`src/rtl/dpram_arbiter_pkg.sv`:
```
// -----------------------------------------------------------------------------
// dpram_arbiter_pkg
// Shared definitions for the dpram round-robin arbiter.
//   DEFAULT_*   : default configuration (4 clients, 1K x 8 RAM port)
//   tag_width() : width of a client index, clog2(REQUESTERS), never below 1
//   mem_cmd_t   : arbiter-to-RAM command record (wren, address, data) for the
//                 default geometry; the arbiter builds the same record from
//                 its own parameters so other geometries stay consistent.
// -----------------------------------------------------------------------------
package dpram_arbiter_pkg;

    localparam int DEFAULT_REQUESTERS    = 4;
    localparam int DEFAULT_ADDRESS_WIDTH = 10;
    localparam int DEFAULT_DATA_WIDTH    = 8;

    // Client index width. A 2-client arbiter still needs one bit of index.
    function automatic int tag_width(input int n);
        return (n <= 2) ? 1 : $clog2(n);
    endfunction

    localparam int DEFAULT_TAG_WIDTH = tag_width(DEFAULT_REQUESTERS);

    typedef struct packed {
        logic                             wren;
        logic [DEFAULT_ADDRESS_WIDTH-1:0] address;
        logic [DEFAULT_DATA_WIDTH-1:0]    data;
    } mem_cmd_t;

endpackage

```
`src/rtl/dpram_arbiter_rr_picker.sv`:
```
// -----------------------------------------------------------------------------
// rr_picker
// Purely combinational round-robin winner selection.
//   req       in  : pending request bits, one per client
//   last      in  : index of the most recent winner
//   grant     out : one-hot winner, zero when no request is pending
//   winner    out : binary index of the winner (0 when no request)
//   any_grant out : some client won this cycle
// The search starts at last+1 and wraps, so the previous winner has the
// lowest priority in the following cycle.
// -----------------------------------------------------------------------------
module rr_picker #(
    parameter int REQUESTERS = 4,
    parameter int TAG_WIDTH  = 2
) (
    input  logic [REQUESTERS-1:0] req,
    input  logic [TAG_WIDTH-1:0]  last,
    output logic [REQUESTERS-1:0] grant,
    output logic [TAG_WIDTH-1:0]  winner,
    output logic                  any_grant
);

    logic [TAG_WIDTH-1:0] cand;

    always_comb begin
        grant     = '0;
        winner    = '0;
        any_grant = 1'b0;
        cand      = '0;
        for (int off = 1; off <= REQUESTERS; off++) begin
            cand = TAG_WIDTH'((int'(last) + off) % REQUESTERS);
            if (!any_grant && req[cand]) begin
                any_grant   = 1'b1;
                grant[cand] = 1'b1;
                winner      = cand;
            end
        end
    end

endmodule

```
`src/rtl/dpram_arbiter.sv`:
```
// -----------------------------------------------------------------------------
// dpram_arbiter
// Shares one port of a dpram instance between REQUESTERS clients with a
// round-robin valid/ack handshake, one grant per cycle.
//   clk, reset_n        : clock (also clocks the RAM port), async active-low reset
//   req/we/addr/wdata   : per-client command, flattened client-major
//   ack                 : one-hot acceptance, combinational from req and last
//   rvalid/rdata        : one-cycle read return, two cycles after ack
//   mem_wren/address/data : registered command to the RAM port
//   mem_q               : registered RAM read data
// Timing: ack at t, command on mem_* at t+1, read data on mem_q at t+2.
// -----------------------------------------------------------------------------
module dpram_arbiter
    import dpram_arbiter_pkg::*;
#(
    parameter int REQUESTERS    = DEFAULT_REQUESTERS,
    parameter int ADDRESS_WIDTH = DEFAULT_ADDRESS_WIDTH,
    parameter int DATA_WIDTH    = DEFAULT_DATA_WIDTH
) (
    input  logic                             clk,
    input  logic                             reset_n,
    input  logic [REQUESTERS-1:0]            req,
    input  logic [REQUESTERS-1:0]            we,
    input  logic [REQUESTERS*ADDRESS_WIDTH-1:0] addr,
    input  logic [REQUESTERS*DATA_WIDTH-1:0] wdata,
    output logic [REQUESTERS-1:0]            ack,
    output logic [REQUESTERS-1:0]            rvalid,
    output logic [DATA_WIDTH-1:0]            rdata,
    output logic                             mem_wren,
    output logic [ADDRESS_WIDTH-1:0]         mem_address,
    output logic [DATA_WIDTH-1:0]            mem_data,
    input  logic [DATA_WIDTH-1:0]            mem_q
);

    localparam int TAG_WIDTH = tag_width(REQUESTERS);

    // Same layout as the package record, sized by this instance's parameters.
    typedef struct packed {
        logic                     wren;
        logic [ADDRESS_WIDTH-1:0] address;
        logic [DATA_WIDTH-1:0]    data;
    } cmd_t;

    // Tag travelling alongside the command so read data can be routed back.
    typedef struct packed {
        logic                 valid;
        logic [TAG_WIDTH-1:0] idx;
    } read_tag_t;

    // ---------------------------------------------------------------------
    // Unpack the flattened client buses
    // ---------------------------------------------------------------------
    logic [ADDRESS_WIDTH-1:0] addr_arr  [REQUESTERS];
    logic [DATA_WIDTH-1:0]    wdata_arr [REQUESTERS];

    generate
        for (genvar gi = 0; gi < REQUESTERS; gi++) begin : g_unpack
            assign addr_arr[gi]  = addr[gi*ADDRESS_WIDTH +: ADDRESS_WIDTH];
            assign wdata_arr[gi] = wdata[gi*DATA_WIDTH +: DATA_WIDTH];
        end
    endgenerate

    // ---------------------------------------------------------------------
    // Arbitration
    // ---------------------------------------------------------------------
    logic [TAG_WIDTH-1:0]  last_reg, last_next;
    logic [REQUESTERS-1:0] grant;
    logic [TAG_WIDTH-1:0]  winner;
    logic                  any_grant;
    logic                  transfer;

    rr_picker #(
        .REQUESTERS (REQUESTERS),
        .TAG_WIDTH  (TAG_WIDTH)
    ) u_picker (
        .req       (req),
        .last      (last_reg),
        .grant     (grant),
        .winner    (winner),
        .any_grant (any_grant)
    );

    // While reset is held nothing may be accepted: a client seeing ack would
    // drop its command even though the command register is being cleared.
    assign ack      = grant & {REQUESTERS{reset_n}};
    assign transfer = any_grant & reset_n;

    // ---------------------------------------------------------------------
    // Command stage and read-return pipeline
    // ---------------------------------------------------------------------
    cmd_t                  cmd_reg, cmd_next;
    read_tag_t             tag_reg, tag_next;
    logic [REQUESTERS-1:0] rvalid_reg, rvalid_next;

    always_comb begin
        last_next     = last_reg;
        cmd_next      = cmd_reg;
        cmd_next.wren = 1'b0;          // idle cycles never repeat a write
        tag_next      = tag_reg;
        tag_next.valid = 1'b0;
        rvalid_next   = '0;

        if (transfer) begin
            last_next        = winner;
            cmd_next.wren    = we[winner];
            cmd_next.address = addr_arr[winner];
            cmd_next.data    = wdata_arr[winner];
            tag_next.valid   = ~we[winner];
            tag_next.idx     = winner;
        end

        // The tag was captured alongside the command; one cycle later the
        // RAM's output register holds the data for that command.
        if (tag_reg.valid) begin
            rvalid_next[tag_reg.idx] = 1'b1;
        end
    end

    always_ff @(posedge clk or negedge reset_n) begin
        if (!reset_n) begin
            last_reg   <= TAG_WIDTH'(REQUESTERS - 1);
            cmd_reg    <= '0;
            tag_reg    <= '0;
            rvalid_reg <= '0;
        end else begin
            last_reg   <= last_next;
            cmd_reg    <= cmd_next;
            tag_reg    <= tag_next;
            rvalid_reg <= rvalid_next;
        end
    end

    assign mem_wren    = cmd_reg.wren;
    assign mem_address = cmd_reg.address;
    assign mem_data    = cmd_reg.data;
    assign rvalid      = rvalid_reg;
    assign rdata       = mem_q;

endmodule

```
`config.mk`:
```
export PLATFORM = sky130hd
export DESIGN_NAME = dpram_arbiter
export DESIGN_NICKNAME = d
export VERILOG_FILES = /design/src/rtl/dpram_arbiter_pkg.sv /design/src/rtl/dpram_arbiter_rr_picker.sv /design/src/rtl/dpram_arbiter.sv
export SDC_FILE = /design/constraint.sdc
export NUM_CORES = 1
export LEC_CHECK = 0
export ABC_AREA = 1
export BUFFER_PORTS_ARGS = -buffer_cell sky130_fd_sc_hd__buf_2
export CAP_MARGIN = 40
export CORE_AREA = 4 4 77 79
export CTS_CLUSTER_DIAMETER = 40
export CTS_CLUSTER_SIZE = 8
export DETAILED_ROUTE_END_ITERATION = 12
export DIE_AREA = 0 0 81 83
export MAX_ROUTING_LAYER = met4
export PLACE_DENSITY = 0.84
export SYNTH_ARGS = -nofsm -noshare
export SYNTH_HDL_FRONTEND = slang
export SYNTH_HIERARCHICAL = 1
export SYNTH_SLANG_ARGS = --single-unit
```
`constraint.sdc`:
```
create_clock -name clk -period 5.8 [get_ports clk]
set_clock_uncertainty 0.05 [all_clocks]
set_input_delay 1.16 -clock clk [delete_from_list [all_inputs] [get_ports clk]]
set_output_delay 1.16 -clock clk [all_outputs]
set_load 0.02 [all_outputs]
```
[Yosys cells after proc, flatten, opt, wreduce, memory -nomap -nowiden]
Cells that the tools add are included.
Operators by class
  mux-type cells: 41
  magnitude comparators: 12
  reductions and logical operators: 11
  $add $sub $neg: 4
  bitwise gates (word level): 7
Operators by type and width (number)
  10-bit binary-select mux with 2-bit select: 1
  10-bit 2-to-1 mux: 2
  4-bit 2-to-1 mux: 5
  19-bit 2-to-1 mux: 1
  2-bit by 3-bit < comparator with 1-bit output (second input constant): 6
  8-bit binary-select mux with 2-bit select: 1
  8-bit 2-to-1 mux: 2
  1-bit 2-to-1 mux: 14
  4-bit OR: 3
  1-bit binary-select mux with 2-bit select: 5
  1-bit demux with 2-bit select: 5
  2-bit by 1-bit >= comparator with 1-bit output (second input constant): 5
  1-bit logical AND: 8
  2-bit 2-to-1 mux: 4
  2-bit by 1-bit adder with 2-bit output (second input constant): 2
  2-bit adder (second input constant): 2
  4-bit AND: 1
  3-bit >= comparator (second input constant): 1
  1-bit zero test: 3
  3-bit 2-to-1 mux: 1
  2-bit NOT with 3-bit output: 1
  1-bit AND: 1
  1-bit NOT: 1
Word-level totals
  flip-flop bits (word level): 28
  output and inout bits: 35
  word-level logic and storage cells: 82
  bits of input ports: 90

[Logic depth before layout (Yosys ltp)]
  depth in word-level cells: 18
  mapped depth: 17
  mapped depth without buffers: 14

[By module]
Netlist, hierarchy kept.
Modules (own cells, without submodules)
  dpram_arbiter: seq. area each 703.2 µm², cells an instance 339, area an instance 1989.4 µm², instances 1
  rr_picker: seq. area each 0.0 µm², cells an instance 81, area an instance 535.5 µm², instances 1

[Least setup slack after synthesis]
Ideal clock, no wire load.
  kind: input to output
  start: input req[1]
  end: output ack[0]
  arrival: 2020 ps
  stages: 10
  setup slack: 2570 ps
  data required time: 4590 ps
  buffers on the path: 1
  cells stage by stage: inv_1 -> nand2_4 -> nand3_4 -> nand2_4 -> nor2_4 -> buf_6 -> nand4_1 -> nand3_1 -> nand2_1 -> inv_1
On the way
  longest elaborated chain between the ends: 13
  elaborated cells between the ends (all ways): 25
  classes of those cells: 15 x mux; 4 x bitwise; 6 x reduce/logical
RTL lines
  from (decl): RTL line dpram_arbiter.sv:22  | input logic [REQUESTERS-1:0] req,
  1-bit binary-select mux with 2-bit select: RTL line dpram_arbiter_rr_picker.sv:32  | if (!any_grant && req[cand]) begin
  1-bit 2-to-1 mux (implied by the code): RTL line dpram_arbiter_rr_picker.sv:32
  1-bit 2-to-1 mux: RTL line dpram_arbiter_rr_picker.sv:32
  1-bit zero test: RTL line dpram_arbiter_rr_picker.sv:32
  1-bit logical AND: RTL line dpram_arbiter_rr_picker.sv:32
  1-bit 2-to-1 mux: RTL line dpram_arbiter_rr_picker.sv:32
  1-bit zero test: RTL line dpram_arbiter_rr_picker.sv:32
  1-bit logical AND: RTL line dpram_arbiter_rr_picker.sv:32
  1-bit 2-to-1 mux: RTL line dpram_arbiter_rr_picker.sv:32
  1-bit zero test: RTL line dpram_arbiter_rr_picker.sv:32
  1-bit logical AND: RTL line dpram_arbiter_rr_picker.sv:32
  4-bit 2-to-1 mux *: RTL line dpram_arbiter_rr_picker.sv:32
  via grant[0]: RTL line dpram_arbiter.sv:67  | logic [REQUESTERS-1:0] grant;
  4-bit AND *: RTL line dpram_arbiter.sv:85  | assign ack = grant & {REQUESTERS{reset_n}};
  to (decl): RTL line dpram_arbiter.sv:26  | output logic [REQUESTERS-1:0] ack,
The timed path passes the listed nets; every way through them passes the cells marked *. The select of a mux whose other input is x is not followed.

[Worst setup path after layout]
  start: register last_reg[1]
  end: output ack[1]
On the way
  longest elaborated chain between the ends: 14
  elaborated cells between the ends (all ways): 49
  classes of those cells: 4 x add/sub; 8 x order compare; 23 x mux; 4 x bitwise; 10 x reduce/logical
RTL lines
  from (decl): RTL line dpram_arbiter.sv:66  | logic [TAG_WIDTH-1:0] last_reg, last_next;
  from (signal assigned): RTL line dpram_arbiter.sv:121  | last_reg <= TAG_WIDTH'(REQUESTERS - 1);
  from (signal assigned): RTL line dpram_arbiter.sv:126  | last_reg <= last_next;
  parallel branches: the longest is 12 deep, another holds 2-bit by 3-bit < comparator with 1-bit output
  4-bit 2-to-1 mux *: RTL line dpram_arbiter_rr_picker.sv:32
  via grant[1]: RTL line dpram_arbiter.sv:67
  4-bit AND *: RTL line dpram_arbiter.sv:85
Mark *: on every way through the listed nets, which the timed path passes. The select of a mux whose other input is x is not followed.

==> summary.md <==
| Metric | Value |
|---|---|
| Status | `finished, final reports clean` |
| Drt via density | `4.67` |
| Unrepaired setup endpoints after global routing | `false` |
| Reg2reg end | `mem_wren` |
| Fin nets | `607` |
| Max reg flops | `10` |
| Crit. End Element | `primary output` |
| R2r setup slk | `2300 ps` |
| Slew HR | `41.0%` |
| DR pass1 iterations | `4` |
| TritonCTS clock tree | `done` |
| Syn Std Cell Area | `2520 µm²` |
| Leak | `2.05 nW` |
| Place WS | `2210 ps` |
| Post-synthesis sequential area ratio | `27.8%` |
| Critical Path AT | `2590 ps` |
| IO buf count | `108` |
| Clock slew at reported path FFs | `100 ps` |
| Clk_lat worst skew | `270 ps` |
| Worst-case clock buffer depth | `2` |
| Reg-to-Reg Start | `last_reg[1]` |
| Synth Register Bits | `28` |
| Worst hold path type | `flop to flop` |
| Fin crit period | `3800 ps` |
| Layout cells sized above 1 | `26.2%` |
| P per Cell Area | `705 nW/µm²` |
| Vias | `2708` |
| CTS root buf | `clkbuf_8` |
| Dpl cells | `576` |
| Critical Path Start | `last_reg[1]` |
| Pin count of the biggest net entering global routing | `39` |
| CP Data Required Time | `4590 ps` |
| Diode count | `0` |
| Antenna violations before repair | `0` |
| Syn Inst Count | `420` |
| Die X | `81 µm` |
| Setup WS post-layout | `2000 ps` |
| Max IR drop VDD | `0.312 mV` |
| Syn. warnings | `6` |
| Max Cap Viol | `0` |
| GPL Wtd Cong | `0.897` |
| Mapped Nets | `518` |
| Clock H-tree levels | `1` |
| Setup Buffers After CTS | `0` |
| DRT Wirelength | `6.60 mm` |
| Initial DRC Count | `148` |
| WL/cell | `11.4 µm` |
| Antenna Nets Post-Route | `0` |
| Total core area | `5340 µm²` |
| Final Hold Fails | `0` |
| Most frequent cells in the layout | `nand2_1, buf_2, inv_1, nand3_1, dfrtp_1` |
| Total power | `2.18 mW` |
| Worst Hold Depth | `1` |
| GRT Total Usage | `20.2%` |
| Critical-path cell list | `inv_1 -> ha_1 -> inv_2 -> nand3_4 -> nand2_4 -> nor2_4 -> nand3_1 -> nand3_1 -> nand2_1 -> inv_1 -> buf_2` |
| Worst-path fanout max | `12` |
| Min Hold Slack | `415 ps` |
| Startpoint Class | `flop` |
| Hold path endpoint | `rvalid[0]` |
| Max Fclk | `263 MHz` |
| Yosys cell types | `23` |
| Largest cells by area after synthesis | `nand2_1, dfrtp_1, inv_1, nand3_1, ha_1` |
| Area Growth Syn to Fin | `22.5%` |
| Avg Inst Size Synth | `6.01 µm²` |
| Biggest cell delay along the critical path | `660 ps` |
| Post-cts resize count | `0` |
| Total gr overflow | `0` |
| # clock sinks | `28` |
| Hold_sp | `tag_reg[0]` |
| Fin. max-slew vios | `0` |
| Total CTS buffers | `3` |
| Post-route DRC violation count | `0` |
| # rows | `27` |
| Initial core utilization | `47.3%` |
| DP HPWL | `5.22 mm` |
| Setup Viol. Count Final | `0` |
| Crit-path slowest cell | `dfstp_2` |
| IO Pins | `125` |
| Synth top area share | `25.9%` |
| Largest area contributor in the netlist | `nand2_1` |
| Vias in the first global route | `2505` |
| Vert. Die Dim | `83 µm` |
| Most common cell after layout, fill and taps aside | `nand2_1` |
| Reg2Reg Depth | `12` |
| Post-Layout Cell Count | `580` |
| Post-CTS Hold Fix Bufs | `0` |
| Die area | `6720 µm²` |
| Setup tns final | `0 ps` |
| Worst setup path category | `flop to primary output` |
| Final period util | `65.5%` |
| First-pass GRT wire length | `11.1 mm` |
| Tightest Pin Transition | `882 ps` |
cells in the mapped netlist, drive strengths merged:
master	n
inv	90
nand3	59
o21ai	2
dfrtp	26
a21boi	4
dfstp	2
a21oi	9
nand4	6
nor3	4
clkbuf	2
ha	8
nor2	4
buf	23
nand2	181
per-stage QoR:
stage | instance area [µm²] | util (%)
final | 3090 | 58.0
after floorplan | 2520 | -
after global routing | 3090 | 58.0
after CTS | 3090 | 58.0
after global placement | 3000 | 56.1
after detailed placement | 3020 | 56.6
worst max path at each step:
stage,to,slack [ps],depth (start not counted)
floorplan,ack[0],2570,10
global placement,mem_wren,1950,13
detailed placement,ack[1],2210,11
CTS,ack[1],2000,11
global route,ack[2],1750,11
finish,ack[1],2000,11
power breakdown:
group,total (mW),switching (mW),internal (mW)
registers,0.375,0.0778,0.297
logic,1.65,1.10,0.555
clock network,0.153,0.0603,0.0923
worst max-delay path, delay by kind of cell (launching register included):
family	cells	cell delay [ps]
buffers and inverters	4	520
adders and majority gates	1	410
and+or+nand+nor	6	730
DFF	1	660
per-layer routing:
| metal | part of all wire, % | track usage [%] | vias up | routed length [µm] |
|---|---|---|---|---|
| li1 | - | - | 1422 | - |
| met1 | 43 | 25.9 | 1194 | 2850 |
| met2 | 50 | 34.8 | 84 | 3300 |
| met3 | 5.5 | 1.41 | 8 | 362 |
| met4 | 1.3 | 3.53 | 0 | 84 |
| met5 | 0 | - | - | 0 |
layout make-up:
type / instances / area, µm²
Clock buffer: 3 / 41.3
Clock inverter: 1 / 30.0
Fill cell: 539 / 2240
Inverter: 90 / 345
Multi-Input combinational cell: 277 / 1320
Sequential cell: 28 / 703
Tap cell: 72 / 90.1
Timing Repair Buffer: 109 / 568
logic make-up after synthesis:
family | share of synthesized area, %
fa+ha+maj | 3.96
flops | 27.8
simple gates | 44.4
buf+inv | 20.5
compound gates | 3.37
(Power assumes the default switching activity.)
